### config.mk
export PLATFORM = sky130hd
export DESIGN_NAME = spart_tx
export DESIGN_NICKNAME = d
export VERILOG_FILES = /design/src/rtl/spart_pkg.sv /design/src/rtl/spart_tx_fifo.sv /design/src/rtl/spart_tx.sv
export SDC_FILE = /design/constraint.sdc
export NUM_CORES = 1
export LEC_CHECK = 0
export CAP_MARGIN = 20
export CORE_UTILIZATION = 53
export DETAILED_ROUTE_END_ITERATION = 6
export GPL_TIMING_DRIVEN = 0
export PLACE_DENSITY = 0.84
export SLEW_MARGIN = 10
export SYNTH_ARGS = -nofsm -noshare
export SYNTH_HDL_FRONTEND = slang
export SYNTH_SLANG_ARGS = --single-unit
### constraint.sdc
create_clock -name clk -period 2.2 [get_ports clk]
set_input_delay 0.33 -clock clk [delete_from_list [all_inputs] [get_ports clk]]
set_output_delay 0.33 -clock clk [all_outputs]
set_load 0.005 [all_outputs]
### src/rtl/spart_pkg.sv
// rtl/spart_pkg.sv - Shared SPART definitions: serial FSM state encoding and frame constants.
package spart_pkg;

    // Line states shared by the transmit and (future) receive halves.
    typedef enum logic [2:0] {
        ST_IDLE   = 3'd0,
        ST_START  = 3'd1,
        ST_DATA   = 3'd2,
        ST_PARITY = 3'd3,
        ST_STOP   = 3'd4
    } spart_state_e;

    localparam int   FRAME_DATA_BITS = 8;
    localparam logic LINE_IDLE       = 1'b1;

endpackage

### src/rtl/spart_tx_fifo.sv
// rtl/spart_tx_fifo.sv - Byte FIFO buffering processor sends ahead of the serialiser.
// Ports:
//   clk, rst      clock, asynchronous active-low reset
//   push, din     write request and byte; ignored while full
//   pop, dout     read request and head byte (dout valid whenever not empty)
//   count         occupancy 0..DEPTH
//   full, empty   full is registered; empty decodes the count register
module spart_tx_fifo #(
    parameter int DEPTH = 4
) (
    input  logic                     clk,
    input  logic                     rst,
    input  logic                     push,
    input  logic [7:0]               din,
    input  logic                     pop,
    output logic [7:0]               dout,
    output logic [$clog2(DEPTH):0]   count,
    output logic                     full,
    output logic                     empty
);

    localparam int            AW      = $clog2(DEPTH);
    localparam logic [AW:0]   DEPTH_C = (AW + 1)'(DEPTH);

    logic [7:0]    mem_q [DEPTH];
    logic [AW-1:0] wr_ptr_q;
    logic [AW-1:0] rd_ptr_q;
    logic [AW:0]   count_q;
    logic [AW:0]   count_d;
    logic          full_q;
    logic          push_ok;
    logic          pop_ok;

    // full_q reflects the state before this edge's pop, so a push that
    // coincides with a pop at full is still refused.
    assign push_ok = push & ~full_q;
    assign pop_ok  = pop & ~empty;

    always_comb begin
        count_d = count_q;
        case ({push_ok, pop_ok})
            2'b10:   count_d = count_q + 1'b1;
            2'b01:   count_d = count_q - 1'b1;
            default: count_d = count_q;
        endcase
    end

    always_ff @(posedge clk or negedge rst) begin
        if (!rst) begin
            wr_ptr_q <= '0;
            rd_ptr_q <= '0;
            count_q  <= '0;
            full_q   <= 1'b0;
        end else begin
            if (push_ok) wr_ptr_q <= wr_ptr_q + 1'b1;
            if (pop_ok)  rd_ptr_q <= rd_ptr_q + 1'b1;
            count_q <= count_d;
            full_q  <= (count_d == DEPTH_C);
        end
    end

    // Storage needs no reset: occupancy is governed by the pointers and count.
    always_ff @(posedge clk) begin
        if (push_ok) mem_q[wr_ptr_q] <= din;
    end

    assign dout  = mem_q[rd_ptr_q];
    assign count = count_q;
    assign full  = full_q;
    assign empty = (count_q == '0);

endmodule

### src/rtl/spart_tx.sv
// rtl/spart_tx.sv - SPART transmitter: FIFO-buffered 8N1 (or 8E1) serialiser.
// Optional feature macro: SPART_TX_PARITY_EN (adds an even-parity bit, 8E1).
// Ports:
//   clk, rst            clock, asynchronous active-low reset
//   send, send_data     one-cycle push of a byte from the processor
//   full                FIFO holds DEPTH bytes (registered)
//   TxD                 serial output, idles high (registered)
//   tx_busy             frame in progress or bytes still queued
//   tx_count            FIFO occupancy
module spart_tx
    import spart_pkg::*;
#(
    parameter int DEPTH   = 4,
    parameter int DIVISOR = 16
) (
    input  logic                     clk,
    input  logic                     rst,
    input  logic                     send,
    input  logic [7:0]               send_data,
    output logic                     full,
    output logic                     TxD,
    output logic                     tx_busy,
    output logic [$clog2(DEPTH):0]   tx_count
);

    localparam int             BW        = $clog2(DIVISOR);
    localparam logic [BW-1:0]  BAUD_LOAD = BW'(DIVISOR - 1);
    localparam logic [2:0]     LAST_BIT  = 3'(FRAME_DATA_BITS - 1);

    spart_state_e  state_q, state_d;
    logic [BW-1:0] baud_q, baud_d;
    logic [2:0]    bit_q, bit_d;
    logic [7:0]    shift_q, shift_d;
    logic          txd_q, txd_d;
    logic          pop;
    logic          baud_done;
    logic [7:0]    fifo_dout;
    logic          fifo_empty;

`ifdef SPART_TX_PARITY_EN
    logic          parity_q;
`endif

    spart_tx_fifo #(
        .DEPTH (DEPTH)
    ) u_fifo (
        .clk   (clk),
        .rst   (rst),
        .push  (send),
        .din   (send_data),
        .pop   (pop),
        .dout  (fifo_dout),
        .count (tx_count),
        .full  (full),
        .empty (fifo_empty)
    );

    assign baud_done = (baud_q == '0);

    always_comb begin
        state_d = state_q;
        baud_d  = baud_q;
        bit_d   = bit_q;
        shift_d = shift_q;
        pop     = 1'b0;
        case (state_q)
            ST_IDLE: begin
                if (!fifo_empty) begin
                    pop     = 1'b1;
                    shift_d = fifo_dout;
                    baud_d  = BAUD_LOAD;
                    state_d = ST_START;
                end
            end
            ST_START: begin
                if (baud_done) begin
                    baud_d  = BAUD_LOAD;
                    bit_d   = '0;
                    state_d = ST_DATA;
                end else begin
                    baud_d = baud_q - 1'b1;
                end
            end
            ST_DATA: begin
                if (baud_done) begin
                    baud_d = BAUD_LOAD;
                    if (bit_q == LAST_BIT) begin
`ifdef SPART_TX_PARITY_EN
                        state_d = ST_PARITY;
`else
                        state_d = ST_STOP;
`endif
                    end else begin
                        bit_d   = bit_q + 1'b1;
                        shift_d = shift_q >> 1;
                    end
                end else begin
                    baud_d = baud_q - 1'b1;
                end
            end
`ifdef SPART_TX_PARITY_EN
            ST_PARITY: begin
                if (baud_done) begin
                    baud_d  = BAUD_LOAD;
                    state_d = ST_STOP;
                end else begin
                    baud_d = baud_q - 1'b1;
                end
            end
`endif
            ST_STOP: begin
                // Baud counter is left at zero; the following IDLE cycle
                // is the single gap between back-to-back frames.
                if (baud_done) begin
                    state_d = ST_IDLE;
                end else begin
                    baud_d = baud_q - 1'b1;
                end
            end
            default: state_d = ST_IDLE;
        endcase
    end

    // Line level is decoded from the current state and then registered,
    // so TxD trails the state by one cycle and cannot glitch.
    always_comb begin
        txd_d = LINE_IDLE;
        case (state_q)
            ST_START:  txd_d = 1'b0;
            ST_DATA:   txd_d = shift_q[0];
`ifdef SPART_TX_PARITY_EN
            ST_PARITY: txd_d = parity_q;
`endif
            default:   txd_d = LINE_IDLE;
        endcase
    end

    always_ff @(posedge clk or negedge rst) begin
        if (!rst) begin
            state_q <= ST_IDLE;
            baud_q  <= '0;
            bit_q   <= '0;
            shift_q <= '0;
            txd_q   <= LINE_IDLE;
        end else begin
            state_q <= state_d;
            baud_q  <= baud_d;
            bit_q   <= bit_d;
            shift_q <= shift_d;
            txd_q   <= txd_d;
        end
    end

`ifdef SPART_TX_PARITY_EN
    // Parity is captured with the byte because the shifter consumes it.
    always_ff @(posedge clk or negedge rst) begin
        if (!rst) begin
            parity_q <= 1'b0;
        end else if (pop) begin
            parity_q <= ^fifo_dout;
        end
    end
`endif

    assign TxD     = txd_q;
    assign tx_busy = (state_q != ST_IDLE) || !fifo_empty;

endmodule

==> summary.txt <==
Floorplan
  – Rows: 25
  – # IOs: 17
  – DIE AREA: between 5000 and 6000 µm²
  – Die width: 73.4 µm
  – CORE AREA: around 4800 µm²
  – Die Span Y: around 73 µm
  – Starting Density: a little under three fifths

Detailed routing
  – Remaining DRCs: 0
  – Drt wl/cell: 15.6 µm
  – Routed Antenna Nets: 0
  – Vias per cell: about 5.3
  – Pre-Repair DR Iteration Count: 4
  – Iter 0 DRT Violations: 131
  – Routed WL: 4.57 mm
  – Via Count: roughly 1600

Logic synthesis
  – XOR/XNOR Fraction of Synth Area: 2.27%
  – Main synth FF type: edfxtp_1
  – Top post-synthesis cells by count: edfxtp_1 (32), dfrtp_1 (26), nor2_1 (16)
  – Yosys reg bits: 59
  – Largest family of logic cells by synthesized area: simple AND/OR/NAND/NOR gates
  – Post-Syn Instances: 190
  – Post-Synth Adder-Cell Area: around 4.5%
  – Synth Area in Simple Gates: roughly 15%
  – Mapped cell area: 2700 µm²
  – Yosys warnings: 0
  – Top-count cell post-synth: edfxtp_1
  – Leading post-synthesis cells by cell area: edfxtp_1 (36%), dfrtp_1 (24%), mux4_2 (6.7%), ha_1 (3.7%), nor3_2 (2.6%)
  – Mux cell area share after synthesis: between 7 and 8%
  – Ys async rst share: 45.8%
  – Synth top area share: 35.6%
  – EDFF count, synth: 32
  – Synth Area in Compound Gates: approximately 5.7%
  – Net Count, Synth: 210
  – Seq/Total Area, Yosys: between 60 and 70%
  – Syn avg cell area: 14.2 µm²
  – Distinct cell type count after synthesis: 46
  – Yosys top cell by area: edfxtp_1

Final layout
  – Layout cells sized above 1: 25.7%
  – Post-route cell area: ~3200 µm²
  – FF+latch area: ~1600 µm²
  – Finished Core Util: roughly two thirds
  – # diodes: 0
  – # fillers: approximately 360
  – Area Overhead vs Synth: 19.0%
  – Multi-input gate area: 968 µm²
  – Number of nets in the layout: roughly 240

Placed design
  – Port Buffers: 16
  – Placed Area: between 2000 and 3000 µm²
  – Post-DP HPWL: 3.10 mm
  – Gpl congestion: 0.790
  – Placement Setup Slack: -0.259 ns

Power and ir drop
  – Cell area power density: between 1000 and 1500 nW/µm²
  – Leakage: roughly 1.2 nW
  – Power consumption: about 4.0 mW
  – VDD IR max: ~0.63 mV

STA
  – Slew HR: between 50% and 60%
  – Clock Skew: around 0.0051 ns
  – Tcrit/Tclk final: 96.8%
  – Final setup viols: 0
  – RSZ-0062 raised after global routing: false
  – Slew at the pin with the worst max-slew slack: roughly 0.68 ns
  – Fin. Hold Viols: 0
  – Period minus WS final: between 2 and 2.5 ns
  – Fmax: around 470 MHz
  – Worst setup margin: roughly 0.07 ns
  – Max-slew violations: 0
  – Fin Setup TNS: 0 ns

Clocking
  – Max Root-Sink Buffers: 2
  – CTS tree: built
  – Clock sinks: 59
  – Clock latency on the worst-skew pair: ~0.33 ns
  – H-tree depth: 3
  – Clock root buffer: clkbuf_8
  – CTS buffer count: 9
  – Worst-path clk slew: about 0.060 ns

Setup path
  – Reg2reg end: u_fifo.full$_DFF_PN0_
  – Critical path peak fanout: 4
  – WP data arrival: between 1.5 and 2 ns
  – Crit path max-delay family: simple AND/OR/NAND/NOR gates
  – CP max stage cell: clkdlybuf4s50_1
  – Crit end category: output pin
  – CP bufs+invs: 1
  – Reg2Reg Depth: 10
  – Flop-to-flop setup slack: approximately 0.080 ns
  – Worst Path Required: between 1.5 and 2 ns
  – Critical setup path kind: reg -> out
  – Startpoint types: register
  – R2r startpoint: state_q[0]$_DFFE_PN0P_
  – Critical path, cell by cell: or3_4, nand2b_1, clkdlybuf4s50_1
  – Crit path largest cell delay: ~0.48 ns

GRT
  – Initial antenna violation count: 0
  – Total Routing Usage GR: roughly a fifth
  – GRT Residual Overflow: 0
  – First-pass GRT wire length: between 7 and 8 mm
  – Via count of the first global-routing pass: roughly 1600
  – Largest net degree at the start of global routing: 15

Run
  – Max-cap violations: 0

Worst hold path
  – Min-Delay Path Class: in -> async

Run status
  – Status: finished, final reports clean
[state kept, by name (all words and copies together), names as in the netlist]
name and count:
u_fifo.rd_ptr_q 2, u_fifo.mem_q 32, bit_q 3, TxD 1, baud_q 4, state_q 3, shift_q 8, u_fifo.full 1
u_fifo.count 3, u_fifo.wr_ptr_q 2
[per-stage QoR]
| step | hold WS [ns] | instances |
|---|---|---|
| floorplan | 0.0344 | 190 |
| global placement | 0.470 | 273 |
| finish | 0.408 | 293 |
| CTS | 0.435 | 292 |
| detailed placement | 0.490 | 274 |
| global route | 0.466 | 293 |
[logic make-up (layout without fill, tap and decap cells)]
logic type	after synthesis	after routing
flip-flops	59	59
AND/OR/NAND/NOR	63	63
AO/OA/AOI/OAI	23	23
adder cells (fa/ha/maj)	9	9
multiplexers	10	10
buffers and inverters	19	55
XOR/XNOR	7	7
[routing by layer]
layer	vias up	GRT usage (%)	part of all wire, %
li1	746	-	-
met1	790	26.7	45
met2	23	31.8	50
met3	8	4.53	2.8
met4	0	10.3	1.9
met5	-	0	0
[how the worst max path moves through the flow]
stage | startpoint | end | slack (ns) | cells past startpoint
after floorplan | state_q[2]$_DFFE_PN0P_ | u_fifo.full$_DFF_PN0_ | 0.004 | 11
after global placement | send | u_fifo.full$_DFF_PN0_ | -0.19 | 11
after detailed placement | send | u_fifo.full$_DFF_PN0_ | -0.26 | 11
after CTS | state_q[1]$_DFFE_PN0P_ | u_fifo.full$_DFF_PN0_ | 0.05 | 11
after global routing | state_q[1]$_DFFE_PN0P_ | u_fifo.full$_DFF_PN0_ | 0.02 | 11
final | u_fifo.count[0]$_DFF_PN0_ | tx_busy | 0.07 | 3
[where the power goes]
part           internal [mW]  switching, mW  leakage (nW)  total, mW
registers               1.50          0.177         0.612       1.68
logic                  0.656          0.633         0.504       1.29
clock network          0.630          0.419         0.110       1.05
[cell usage in the layout, fill, tap and decap left out, types with 2 or more instances in the layout]
cell type         n
nand3_1           4
nor3b_2           3
dfrtp_1          25
nor3_1            2
mux2i_1           2
xnor2_1           4
buf_6             4
o21ai_0           3
clkbuf_1          2
a21o_1            2
clkbuf_8          9
clkinv_2          4
inv_1            10
nand2b_1          2
o22ai_1           7
buf_4             4
nand2_1          10
nor2_1           16
nor3_2            7
edfxtp_1         32
a21oi_1           3
or3b_1            2
ha_1              7
clkdlybuf4s50_1  16
mux4_2            8
xor2_1            3
bufinv_16         2
and2_1            6
[worst reg2reg max path, delay by kind of cell, from the launching register on]
| family | cells | cell delay (ns) |
|---|---|---|
| buf+inv | 2 | 0.12 |
| xor+xnor | 2 | 0.34 |
| fa+ha+maj | 2 | 0.46 |
| simple gates | 4 | 0.69 |
| flops | 1 | 0.44 |
[timing repair]
item,in CTS,in global routing
hold buffers,0,0
endpoints found under the setup margin,2,1
setup buffers,3,1
pin swaps,4,1
gates resized for setup,4,2
[layout make-up]
| type | count | share of cell area, % |
|---|---|---|
| plain buffers | 7 | 1.83 |
| clock inverters | 6 | 2.49 |
| clock buffers | 10 | 3.97 |
| well taps | 67 | 2.61 |
| multi-input cells | 112 | 30.2 |
| flip-flops and latches | 59 | 51.0 |
| repair buffers | 21 | 6.39 |
| inverters | 11 | 1.52 |
No activity file was read; power rests on OpenSTA's default activity.
